File: src/rtl/rf_wb_arbiter.sv
// Round-robin arbiter sharing one register-file write port between NUM_REQ writeback requesters.
// Optional macro RF_WB_BYPASS_EN adds read-port forwarding of the pending registered write.
module rf_wb_arbiter #(
    parameter int NUM_REQ = 2,
    parameter int CNT_W   = 16
) (
    input  logic                    clk,
    input  logic                    rst,
    input  logic [NUM_REQ-1:0]      req_valid,
    input  logic [5*NUM_REQ-1:0]    req_addr,
    input  logic [32*NUM_REQ-1:0]   req_data,
    output logic [NUM_REQ-1:0]      req_ready,
    output logic                    wb_we,
    output logic [4:0]              wb_addr,
    output logic [31:0]             wb_data,
    output logic [CNT_W-1:0]        conflict_cnt
`ifdef RF_WB_BYPASS_EN
    ,
    input  logic [4:0]              rd_a1,
    input  logic [4:0]              rd_a2,
    input  logic [31:0]             rf_rd1,
    input  logic [31:0]             rf_rd2,
    output logic [31:0]             fwd_rd1,
    output logic [31:0]             fwd_rd2
`endif
);

    localparam int PTR_W = (NUM_REQ > 1) ? $clog2(NUM_REQ) : 1;
    localparam logic [CNT_W-1:0] CNT_MAX = '1;

    logic [PTR_W-1:0]  ptr_q, ptr_d;
    logic              wb_we_q, wb_we_d;
    logic [4:0]        wb_addr_q, wb_addr_d;
    logic [31:0]       wb_data_q, wb_data_d;
    logic [CNT_W-1:0]  cnt_q, cnt_d;

    logic [4:0]        addr_arr [NUM_REQ];
    logic [31:0]       data_arr [NUM_REQ];

    logic              found;
    logic [PTR_W-1:0]  gidx;
    logic [PTR_W:0]    cand;
    logic              seen_valid;
    logic              multi_valid;
    logic              accept;
    logic [4:0]        sel_addr;
    logic [31:0]       sel_data;

    genvar gi;
    generate
        for (gi = 0; gi < NUM_REQ; gi++) begin : g_unpack
            assign addr_arr[gi] = req_addr[5*gi +: 5];
            assign data_arr[gi] = req_data[32*gi +: 32];
        end
    endgenerate

    // Rotating priority search: start at the pointer, wrap modulo NUM_REQ.
    always_comb begin
        found = 1'b0;
        gidx  = '0;
        cand  = '0;
        for (int k = 0; k < NUM_REQ; k++) begin
            cand = {1'b0, ptr_q} + (PTR_W+1)'(k);
            if (cand >= (PTR_W+1)'(NUM_REQ)) begin
                cand = cand - (PTR_W+1)'(NUM_REQ);
            end
            if (!found && req_valid[cand[PTR_W-1:0]]) begin
                found = 1'b1;
                gidx  = cand[PTR_W-1:0];
            end
        end
    end

    always_comb begin
        seen_valid  = 1'b0;
        multi_valid = 1'b0;
        for (int i = 0; i < NUM_REQ; i++) begin
            if (req_valid[i]) begin
                if (seen_valid) begin
                    multi_valid = 1'b1;
                end
                seen_valid = 1'b1;
            end
        end
    end

    // No grant is ever issued while reset is held.
    always_comb begin
        req_ready = '0;
        if (found && !rst) begin
            req_ready[gidx] = 1'b1;
        end
    end

    assign accept   = found && !rst;
    assign sel_addr = addr_arr[gidx];
    assign sel_data = data_arr[gidx];

    always_comb begin
        ptr_d     = ptr_q;
        wb_we_d   = 1'b0;
        wb_addr_d = wb_addr_q;
        wb_data_d = wb_data_q;
        cnt_d     = cnt_q;
        if (accept) begin
            if (gidx == PTR_W'(NUM_REQ - 1)) begin
                ptr_d = '0;
            end else begin
                ptr_d = gidx + 1'b1;
            end
            wb_we_d   = (sel_addr != 5'd0);
            wb_addr_d = sel_addr;
            wb_data_d = sel_data;
        end
        if (multi_valid && (cnt_q != CNT_MAX)) begin
            cnt_d = cnt_q + 1'b1;
        end
    end

    always_ff @(posedge clk) begin
        if (rst) begin
            ptr_q     <= '0;
            wb_we_q   <= 1'b0;
            wb_addr_q <= 5'd0;
            wb_data_q <= 32'd0;
            cnt_q     <= '0;
        end else begin
            ptr_q     <= ptr_d;
            wb_we_q   <= wb_we_d;
            wb_addr_q <= wb_addr_d;
            wb_data_q <= wb_data_d;
            cnt_q     <= cnt_d;
        end
    end

    assign wb_we        = wb_we_q;
    assign wb_addr      = wb_addr_q;
    assign wb_data      = wb_data_q;
    assign conflict_cnt = cnt_q;

`ifdef RF_WB_BYPASS_EN
    // Readers see the registered write one cycle before the register file holds it.
    assign fwd_rd1 = (wb_we_q && (wb_addr_q == rd_a1) && (rd_a1 != 5'd0)) ? wb_data_q : rf_rd1;
    assign fwd_rd2 = (wb_we_q && (wb_addr_q == rd_a2) && (rd_a2 != 5'd0)) ? wb_data_q : rf_rd2;
`endif

endmodule

File: config.mk
export PLATFORM = sky130hd
export DESIGN_NAME = rf_wb_arbiter
export DESIGN_NICKNAME = d
export VERILOG_FILES = /design/src/rtl/rf_wb_arbiter.sv
export SDC_FILE = /design/constraint.sdc
export NUM_CORES = 1
export LEC_CHECK = 0
export ABC_AREA = 1
export CORE_MARGIN = 10
export CORE_UTILIZATION = 40
export DETAILED_ROUTE_END_ITERATION = 8
export PLACE_DENSITY = 0.88
export SLEW_MARGIN = 5
export SYNTH_ARGS = -nofsm -noshare
export SYNTH_HDL_FRONTEND = slang
export SYNTH_SLANG_ARGS = --single-unit
File: constraint.sdc
create_clock -name clk -period 2.6 [get_ports clk]
set_input_delay 0.39 -clock clk [delete_from_list [all_inputs] [get_ports clk]]
set_output_delay 0.39 -clock clk [all_outputs]
set_load 0.01 [all_outputs]
# --- Word-level counts from Yosys, hierarchy flattened ---
# Index checks and enable logic that the tools add are counted.
word_totals:
  output_inout_bits: 56
  in_bits: 78
  ff_bits: 55
classes:
  order_cmp: 7
  eq_ne: 1
  n_mux: 23
  bitwise: 2
  addsub: 5
  n_reduce_logical: 8
op_table:
  columns: ["operator", "n"]
  rows:
  - ["$mux W32", 3]
  - ["$add A16 B1 Y16 const B", 1]
  - ["$ne A16 B16 Y1 const B", 1]
  - ["$mux W1", 15]
  - ["$mux W5", 3]
  - ["$lt A1 B2 Y1 const B", 3]
  - ["$reduce_bool A5 Y1", 1]
  - ["$ge A2 B2 Y1 const B", 2]
  - ["$logic_and A1 B1 Y1", 4]
  - ["$add A1 B1 Y2 const B", 1]
  - ["$ge A1 B2 Y1 const B", 1]
  - ["$logic_not A1 Y1", 2]
  - ["$mux W2", 1]
  - ["$not A1 Y2", 1]
  - ["$reduce_or A2 Y1", 1]
  - ["$sub A1 B1 Y1 const B", 2]
  - ["$add A1 B1 Y1 const B", 1]
  - ["$demux W1 S1", 1]
  - ["$ge A1 B1 Y1 const B", 1]
  - ["$not A1 Y1", 1]

# --- Longest topological paths before layout ---
logic_depth:
  word_depth: 13
  depth_mapped: 10
  ltp_nobuf: 10

# --- Worst setup path after synthesis ---
# No wires, ideal clock.
synth_path:
  path_kind: "register -> register"
  from: "register cnt_q[0] (netlist: conflict_cnt[0])"
  to: "register cnt_q[10] (netlist: conflict_cnt[10])"
  synth_period_minus_slack_ns: 1.481
  path_stages_with_launch: 10
  slack_ns: 1.119
  setup_ns: 0.125
  arrival_time_ns: 1.356
  path_cell_list: "dfxtp_1 -> ha_1 -> inv_1 -> nor2_1 -> nand2_1 -> nor2_2 -> nor2_4 -> buf_6 -> nand2_1 -> a21oi_2"
synth_between:
  elab_chain_cells: 2
  elab_cells_between_ends: 3
  classes_between: "1 x add/sub; 1 x eq/ne; 1 x reduce/logical"
synth_lines:
  columns: ["item", "line", "rtl"]
  rows:
  - ["start: declaration", "35", "logic [CNT_W-1:0] cnt_q, cnt_d;"]
  - ["start signal: assignment", "132", "cnt_q <= cnt_d;"]
  - ["branches (longest 2 deep; another with $add A16 B1 Y16)", null, null]
# Several ways; the timed one is not identified.
# A chain may end at the register's enable or synchronous reset.

# --- Worst setup path in the final report ---
layout_path:
  from: "input req_valid[0]"
  to: "output req_ready[0]"
layout_between:
  elab_chain_cells: 11
  elab_cells_between_ends: 17
  classes_between: "2 x order compare; 11 x mux; 4 x reduce/logical"
layout_lines:
  columns: ["item", "line", "rtl"]
  rows:
  - ["start: declaration", "9", "input logic [NUM_REQ-1:0] req_valid,"]
  - ["$mux W1 (implied by the code) (2 in series)", "67", "if (!found && req_valid[cand[PTR_W-1:0]]) begin"]
  - ["$mux W1", "67", null]
  - ["$logic_not A1 Y1", "67", null]
  - ["$logic_and A1 B1 Y1", "67", null]
  - ["$mux W1", "67", null]
  - ["$lt A1 B2 Y1 (implied by the code) / $ge A1 B1 Y1 (equally long branches)", "91", "req_ready[gidx] = 1'b1;"]
  - ["$logic_and A1 B1 Y1 (implied by the code)", "91", null]
  - ["$mux W1 (implied by the code)", "91", null]
  - ["$demux W1 S1", "91", null]
  - ["$mux W2 (*)", "90", "if (found && !rst) begin"]
  - ["end: declaration", "12", "output logic [NUM_REQ-1:0] req_ready,"]
# Mark *: on every way between the ends. The rest lies on a longest branch, timed or not. The select of a mux whose other input is x is not followed.

==> flow_metrics.env <==
export IMPL_status="completed"
export IMPL_io_pins=134
export IMPL_crit_family="buffers and inverters"
export IMPL_cp_start_kind="input pin"
export IMPL_die_h_microns=101
export IMPL_cp_slowest_stage_delay_ps=560
export IMPL_tns_ps=0
export IMPL_tightest_slew_ps=500
export IMPL_finalInstanceArea_sq_um=4080
export IMPL_syn_num_nets=452
export IMPL_min_delay_path_depth=2
export IMPL_cts_sinks=55
export IMPL_clk_latency_ps=290
export IMPL_crit_path_top_delay_cell="clkdlybuf4s50_1"
export IMPL_slew_headroom_pct=66.6
export IMPL_drt_iter0_drc=112
export IMPL_required_ps=2210
export IMPL_initial_core_util_pct=41.3
export IMPL_yosysUniqueCellTypes=30
export IMPL_synth_edf_count=0
export IMPL_dpl_cell_area_sq_um=3980
export IMPL_post_drt_via_cell_ratio=5.01
export IMPL_path_class="input pin to output pin"
export IMPL_synthFlopType="dfxtp_1"
export IMPL_critPathMaxFanout=10
export IMPL_clk_pin_slew_ps=100
export IMPL_final_seq_area_sq_um=1100
export IMPL_cts_inserted_buffers=5
export IMPL_ys_warn_count=0
export IMPL_path_common_cell="clkdlybuf4s50_1"
export IMPL_synth_common_cells="nand2_1 (161), dfxtp_1 (55), a31oi_1 (32), nor2_1 (26), inv_1 (22)"
export IMPL_power_density_nw_per_um2=445
export IMPL_total_power_mw=1.82
export IMPL_ctsResizeCount=0
export IMPL_antennaDiodeCount=0
export IMPL_grt_max_degree=39
export IMPL_timing_final_hold_violations=0
export IMPL_overflow=0
export IMPL_vias=2903
export IMPL_syn_to_final_growth_pct=54.8
export IMPL_arrival_ps=1960
export IMPL_synth_seq_area_share_pct=41.7
export IMPL_path_buf_inv=3
export IMPL_yosysTopAreaCell="dfxtp_1"
export IMPL_end_kind="output pin"
export IMPL_final_antenna_net_count=0
export IMPL_async_flop_share_pct=0
export IMPL_clockBufferDepth=2
export IMPL_multiInputGateArea_sq_um=1320
export IMPL_grt_pass1_wl_mm=14.0
export IMPL_layout_drive_gt1_share_pct=7.36
export IMPL_syn_area_sq_um=2640
export IMPL_core_sq_um=6390
export IMPL_synth_top_area_share_pct=41.7
export IMPL_cts_tree="yes"
export IMPL_cts_hold_buffers=0
export IMPL_die_w_microns=101
export IMPL_crit_chain="clkdlybuf4s50_1 -> nand2_1 -> nand2_4 -> inv_4 -> nor2_8 -> clkdlybuf4s50_1"
export IMPL_fin_skew_ps=5.99
export IMPL_wl_per_cell_microns=15.2
export IMPL_reg2reg_depth=7
export IMPL_peakVddDrop_uv=324
export IMPL_yosysMostFrequentCell="nand2_1"
export IMPL_first_global_vias=2893
export IMPL_postCtsSetupRepairBufs=0
export IMPL_yosys_register_bits=55
export IMPL_min_path_type="flop to flop"
export IMPL_antenna_found_initial=0
export IMPL_synthesis_area_per_instance_sq_um=7.07
export IMPL_nFillCells=541
export IMPL_fin_nets=581
export IMPL_critical_path_depth=6
export IMPL_dp_hpwl_mm=7.09
export IMPL_wirelength_mm=8.81
export IMPL_fin_crit_sh_pct=90.5
export IMPL_maxCapViolations=0
export IMPL_place_gp_congestion=0.842
export IMPL_finalSetupViolCount=0
export IMPL_fmax_ghz=0.425
export IMPL_leakage_nw=1.52
export IMPL_port_buffers=133
export IMPL_synth_cells=373
export IMPL_h_tree_depth=2
export IMPL_rows=29
export IMPL_die_area_sq_um=10200
export IMPL_maxSlewViolCount=0
export IMPL_ys_top_cells_by_area="dfxtp_1 (42%), nand2_1 (23%), a31oi_1 (7.6%), nor2_1 (3.7%), a21oi_2 (3.3%)"
export IMPL_period_needed_ps=2350
export IMPL_hold_worst_slack_ps=494
export IMPL_drt_first_pass_iters=4
export IMPL_cts_root_buffer="clkbuf_8"
export IMPL_grtUsageTotal_pct=16.5
export IMPL_drcViolationCount=0
export IMPL_rsz0062_at_grt="false"
-- cells by family after synthesis --
logic type,count (synthesis),synth area share (%)
buffers and inverters,41,8.11
XOR/XNOR,6,1.99
AO/OA/AOI/OAI,56,13.8
flip-flops,55,41.7
AND/OR/NAND/NOR,214,33.9
adder cells (fa/ha/maj),1,0.474
-- layout by cell type (no fill, tap or decap), types with 7 or more instances in the layout --
master,n
dfxtp_1,55
nand2_1,161
a31oi_1,32
nor2_1,26
nand3_1,9
inv_1,22
clkbuf_8,7
a21oi_2,10
clkdlybuf4s50_1,132
-- worst reg2reg max path, stage by stage, from the launching register on --
cell     delay (ps)
dfxtp_1         440
ha_1            280
inv_1            60
nor2_1          100
nand2_1         120
o21ai_2         460
nand2_1         140
a21oi_2         150
-- through the flow --
stage	setup WS, ps	utilization (%)	instances
final	248	63.9	580
after floorplan	1120	-	373
after detailed placement	246	62.4	572
after global routing	171	63.9	580
after CTS	234	63.9	580
after global placement	284	62.4	572
-- worst paths after layout --
path | end | slack [ps] | from
setup / recovery | req_ready[0] | 250 | req_valid[0]
hold / removal | wb_data[12]$_SDFFE_PP0P_ | 490 | wb_data[12]$_SDFFE_PP0P_
setup reg to reg | conflict_cnt[10]$_SDFFE_PP0P_ | 790 | conflict_cnt[0]$_SDFFE_PP0P_
hold reg to reg | wb_data[12]$_SDFFE_PP0P_ | 490 | wb_data[12]$_SDFFE_PP0P_
-- area by class of cell --
cell class	instances	area share, %
Multi-Input combinational cell	277	32.4
Timing Repair Buffer	138	33.4
Tap cell	77	2.36
Sequential cell	55	27.0
Clock buffer	8	2.45
Inverter	25	2.42
-- where the power goes --
part	switching [mW]	total (mW)	internal [mW]
Clock	0.262	0.506	0.244
Sequential	0.0258	0.914	0.888
Combinational	0.173	0.399	0.225
-- routing by layer --
| metal | vias to the layer above | track usage, % | wire, microns |
|---|---|---|---|
| li1 | 1454 | - | - |
| met1 | 1330 | 16.3 | 3040 |
| met2 | 115 | 28.1 | 4320 |
| met4 | 0 | 2.57 | 36 |
| met5 | - | 0 | 0 |
| met3 | 4 | 11.9 | 1410 |
-- sequential cells by signal, indices dropped and copies added, names as in the netlist --
register      count
wb_data          32
conflict_cnt     16
wb_addr           5
ptr_q             1
wb_we             1
Note: power is estimated with default switching activity, not from simulation.
